### config.mk
export PLATFORM = sky130hd
export DESIGN_NAME = rom_access_arbiter
export DESIGN_NICKNAME = d
export VERILOG_FILES = /design/src/rtl/rom_access_arbiter.sv
export SDC_FILE = /design/constraint.sdc
export NUM_CORES = 1
export LEC_CHECK = 0
export ABC_AREA = 1
export BUFFER_PORTS_ARGS = -buffer_cell sky130_fd_sc_hd__buf_2
export CAP_MARGIN = 20
export CORE_MARGIN = 1.5
export CORE_UTILIZATION = 52
export DETAILED_ROUTE_END_ITERATION = 16
export HOLD_SLACK_MARGIN = 0.15
export PLACE_DENSITY = 0.85
export SKIP_CTS_REPAIR_TIMING = 1
export SLEW_MARGIN = 0
export SYNTH_ARGS = -nofsm -noshare
export SYNTH_HDL_FRONTEND = slang
export SYNTH_SLANG_ARGS = --single-unit
### constraint.sdc
create_clock -name clk -period 2.49 [get_ports clk]
set_input_delay 0.498 -clock clk [delete_from_list [all_inputs] [get_ports clk]]
set_output_delay 0.498 -clock clk [all_outputs]
set_load 0.1 [all_outputs]
### src/rtl/rom_access_arbiter.sv
// Two-port arbiter in front of a single combinational ROM: picks a requester, holds the ROM
// enable for WAIT_CYCLES cycles, captures the word and returns it with a one-cycle valid pulse.
module rom_access_arbiter #(
    parameter int ADDR_W      = 7,
    parameter int DATA_W      = 16,
    parameter int WAIT_CYCLES = 1,
    parameter int FIXED_PRIO  = 0
) (
    input  logic              clk,
    input  logic              rst_n,
    input  logic              req0,
    input  logic [ADDR_W-1:0] addr0,
    output logic              gnt0,
    output logic              rvalid0,
    output logic [DATA_W-1:0] rdata0,
    input  logic              req1,
    input  logic [ADDR_W-1:0] addr1,
    output logic              gnt1,
    output logic              rvalid1,
    output logic [DATA_W-1:0] rdata1,
    output logic              rom_enable,
    output logic [ADDR_W-1:0] rom_address,
    input  logic [DATA_W-1:0] rom_data,
    output logic              busy
);

    localparam int CNT_W = (WAIT_CYCLES > 1) ? $clog2(WAIT_CYCLES) : 1;

    generate
        if (WAIT_CYCLES < 1) begin : g_bad_wait
            $error("rom_access_arbiter: WAIT_CYCLES must be >= 1");
        end
    endgenerate

    typedef enum logic [1:0] {IDLE, ACCESS, DONE} state_t;

    state_t             state, state_n;
    logic [CNT_W-1:0]   cnt, cnt_n;
    logic               last_grant, last_grant_n;
    logic               winner, winner_n;
    logic               first, first_n;
    logic [ADDR_W-1:0]  addr_q, addr_n;
    logic [DATA_W-1:0]  rdata0_q, rdata0_n;
    logic [DATA_W-1:0]  rdata1_q, rdata1_n;
    logic               w;

    // A tie goes to port 0 under fixed priority, otherwise to the port not served last.
    function automatic logic pick(input logic r0, input logic r1, input logic lg);
        if (r0 && !r1)
            return 1'b0;
        else if (r1 && !r0)
            return 1'b1;
        else if (FIXED_PRIO != 0)
            return 1'b0;
        else
            return ~lg;
    endfunction

    always_ff @(posedge clk or negedge rst_n) begin
        if (!rst_n) begin
            state      <= IDLE;
            cnt        <= '0;
            last_grant <= 1'b1;
            winner     <= 1'b0;
            first      <= 1'b0;
            addr_q     <= '0;
            rdata0_q   <= '0;
            rdata1_q   <= '0;
        end else begin
            state      <= state_n;
            cnt        <= cnt_n;
            last_grant <= last_grant_n;
            winner     <= winner_n;
            first      <= first_n;
            addr_q     <= addr_n;
            rdata0_q   <= rdata0_n;
            rdata1_q   <= rdata1_n;
        end
    end

    always_comb begin
        state_n      = state;
        cnt_n        = cnt;
        last_grant_n = last_grant;
        winner_n     = winner;
        first_n      = 1'b0;
        addr_n       = addr_q;
        rdata0_n     = rdata0_q;
        rdata1_n     = rdata1_q;
        w            = 1'b0;
        case (state)
            IDLE, DONE: begin
                if (req0 || req1) begin
                    w            = pick(req0, req1, last_grant);
                    state_n      = ACCESS;
                    winner_n     = w;
                    last_grant_n = w;
                    addr_n       = w ? addr1 : addr0;
                    cnt_n        = CNT_W'(WAIT_CYCLES - 1);
                    first_n      = 1'b1;
                end else begin
                    state_n = IDLE;
                end
            end
            ACCESS: begin
                if (cnt == '0) begin
                    state_n = DONE;
                    if (winner)
                        rdata1_n = rom_data;
                    else
                        rdata0_n = rom_data;
                end else begin
                    cnt_n = cnt - 1'b1;
                end
            end
            default: state_n = IDLE;
        endcase
    end

    // first is only ever set on entry to ACCESS, so it marks the grant cycle.
    assign rom_enable  = (state == ACCESS);
    assign gnt0        = first & ~winner;
    assign gnt1        = first & winner;
    assign rvalid0     = (state == DONE) & ~winner;
    assign rvalid1     = (state == DONE) & winner;
    assign busy        = (state != IDLE);
    assign rom_address = addr_q;
    assign rdata0      = rdata0_q;
    assign rdata1      = rdata1_q;

endmodule
==> Implementation_results.wiki <==
{| class="wikitable"
! Metric !! Value
|-
| Last weighted congestion value of the routability-driven placer || 0.8433
|-
| HPWL reported at the end of detailed placement || 2892 um
|-
| Remaining routing DRC violations || 0
|-
| Number of DRC violations after detailed-routing iteration 0 || 81
|-
| Worst setup skew after layout || 0.007218 ns
|-
| Drt via density || 4.627
|-
| Number of buffers inserted during clock tree synthesis || 5
|-
| Worst Path Arrival || 1.42 ns
|-
| Number of instances in the synthesized netlist || 205
|-
| Avg WL per Cell || 11.41 um
|-
| YS warnings || 0
|-
| FMAX || 521.0 MHz
|-
| Register bit total from synthesis || 44
|-
| Share of the core filled with cells in the final layout || 68.01%
|-
| Number of nets with antenna violations after routing || 0
|-
| Status || completed
|-
| Register clock-pin slew on the reported worst setup and hold paths || 0.07 ns
|-
| Rel. slew slack || 66.76%
|-
| Number of max-cap violations || 0
|-
| Critical Path Fanout Max || 3
|-
| Net Count, Synth || 239
|-
| Overall track demand over capacity in global routing || 19.81%
|-
| Seq/Total Area, Yosys || 54.48%
|-
| Clock Sink Count || 44
|-
| Die area || 4274 um2
|-
| Number of buffers on the longest clock path || 2
|-
| Timing startpoint of the critical path || state[1]$_DFF_PN0_
|-
| Pin slew with the least headroom to its limit || 0.5020 ns
|-
| Setup slack on the worst flop-to-flop path || 1.20 ns
|-
| Distinct cells, synth || 15
|-
| Clock tree from TritonCTS || yes
|-
| Netlist area before placement || 2023 um2
|-
| Die Y-Extent || 65.38 um
|-
| Final-layout worst hold slack || 0.4781 ns
|-
| H-tree levels || 2
|-
| Per-instance average area after synthesis || 9.869 um2
|-
| Core Box Area || 3689 um2
|-
| Post-synthesis cell type with the largest combined area || dfrtp_1
|-
| Crit Path Category || flip-flop to output pin
|-
| Overflow left after global routing || 0
|-
| Fraction of layout instances using a drive strength above 1 || 49.13%
|-
| Period Utilization, post-route || 77.08%
|-
| Final setup violation count || 0
|-
| Largest net degree at the start of global routing || 33
|-
| Insertion delay to the later sink of the worst-skew pair || 0.29 ns
|-
| Antenna diode count || 0
|-
| RSZ-0062 raised after global routing || false
|-
| Total detailed-routing wirelength || 3821 um
|-
| First-pass GRT wire length || 6472 um
|-
| Buffers added on ports || 78
|-
| Total number of placement rows || 22
|-
| Number of global-route vias before repair || 1426
|-
| Critical path endpoint category || output pin
|-
| Count of vias placed by the detailed router || 1550
|-
| Classification of the worst-slack hold path || flip-flop to flip-flop
|-
| Cell chosen for the clock root || clkbuf_8
|-
| Category of the worst setup path launch point || flip-flop
|-
| Post-route minimum period || 1.919 ns
|-
| Total count of hold-check failures in the final report || 0
|-
| Number of antenna violations at the first check in global routing || 0
|-
| Detailed-router iteration count before antenna repair || 4
|-
| Area Growth Syn to Fin || 24.00%
|-
| Die width || 65.38 um
|-
| Number of fillers in the final layout || 336
|-
| Beginning of the worst hold path || rom_address[3]$_DFFE_PN0P_
|-
| Number of top-level pins || 79
|-
| Final Max Slew Viols || 0
|-
| Starting Density || 54.85%
|-
| Number of nets in the finished design || 320
|-
| Final std cell area, no fill || 2509 um2
|-
| Reg2Reg Launch Point || state[0]$_DFF_PN0_
|-
| Cell area reported after detailed placement || 2417 um2
|-
| Proportion of netlist area held by the largest area contributor || 53.18%
|-
| Required time at the endpoint of the critical path || 1.99 ns
|-
| Setup_tns || 0 ns
|-
| Most area-consuming cells after synthesis || dfrtp_1 53%, o21ai_2 15%, nand2_1 9.1%, inv_1 6.7%, nand3_1 3.5%
|}
## synthesized netlist by cell type
cell type and count:
buf_6 6, clkbuf_8 1, dfrtp_1 43, dfstp_2 1
inv_1 36, inv_2 3, nand2_1 49, nand2_2 11
nand2_4 2, nand3_1 14, nor2_1 1, nor2_8 1
nor3_1 2, o21ai_2 34, o21ai_4 1
## kinds of logic after synthesis
group                  Yosys count  share of synthesized area, %
and+or+nand+nor                 80                         18.74
buffers and inverters           46                         11.25
AOI/OAI and AO/OA               35                         15.52
DFF                             44                         54.48
## through the flow
| stage | worst slack [ns] | cells |
|---|---|---|
| after floorplan | 0.2537 | 205 |
| after global placement | 0.8884 | 326 |
| after detailed placement | 0.8670 | 326 |
| after CTS | 0.5519 | 334 |
| after global routing | 0.5038 | 335 |
| final | 0.5706 | 335 |
## cells in the final DEF (no fill, tap or decap)
cell type	netlist	routed
buf_2	0	78
nand2_1	49	49
dfrtp_1	43	43
inv_1	36	36
o21ai_2	34	34
nand3_1	14	14
nand2_2	11	11
clkbuf_8	1	5
inv_2	3	3
nor3_2	0	2
nand2_4	2	2
clkbuf_1	0	2
buf_4	0	2
nor2_8	1	1
o21ai_4	1	1
nor2_1	1	1
clkinv_2	0	1
dlygate4sd3_1	0	1
dfstp_2	1	1
## cell type report
class	instances	area [um2]	share of cell area, %
inverters	39	146.4	5.835
flip-flops and latches	44	1102	43.94
multi-input cells	115	703.2	28.03
repair buffers	81	415.4	16.56
clock inverters	1	5.005	0.1995
clock buffers	7	76.32	3.042
well taps	48	60.06	2.394
## metal layers
| layer | wire [um] | track usage, % | part of all wire [%] |
|---|---|---|---|
| met2 | 1963 | 34.31 | 51 |
| met1 | 1663 | 25.26 | 44 |
| met3 | 153 | 3.082 | 4.0 |
| met4 | 41 | 7.031 | 1.1 |
| met5 | 0 | 0 | 0 |
## critical path: stages, from the launching register on
cell	delay [ns]
dfrtp_1	0.44
inv_1	0.11
nor3_2	0.14
buf_2	0.44
## state kept, by name (all words and copies together), names as in the netlist
name         cells
rom_address      7
rdata1          16
first            1
last_grant       1
winner           1
rdata0          16
state            2
## worst paths after layout
path                       depth (start not counted)                         end
max                                                3                     rvalid1
min                                                2  rom_address[3]$_DFFE_PN0P_
max reg2reg                                        5       rdata0[8]$_DFFE_PN0P_
min reg2reg                                        2  rom_address[3]$_DFFE_PN0P_
max in group asynchronous                          3      last_grant$_DFFE_PN1P_
min in group asynchronous                          2  rom_address[3]$_DFFE_PN0P_
Power is not shown: default switching activity piles up to over one toggle a cycle in this logic, so the estimate is an artifact.
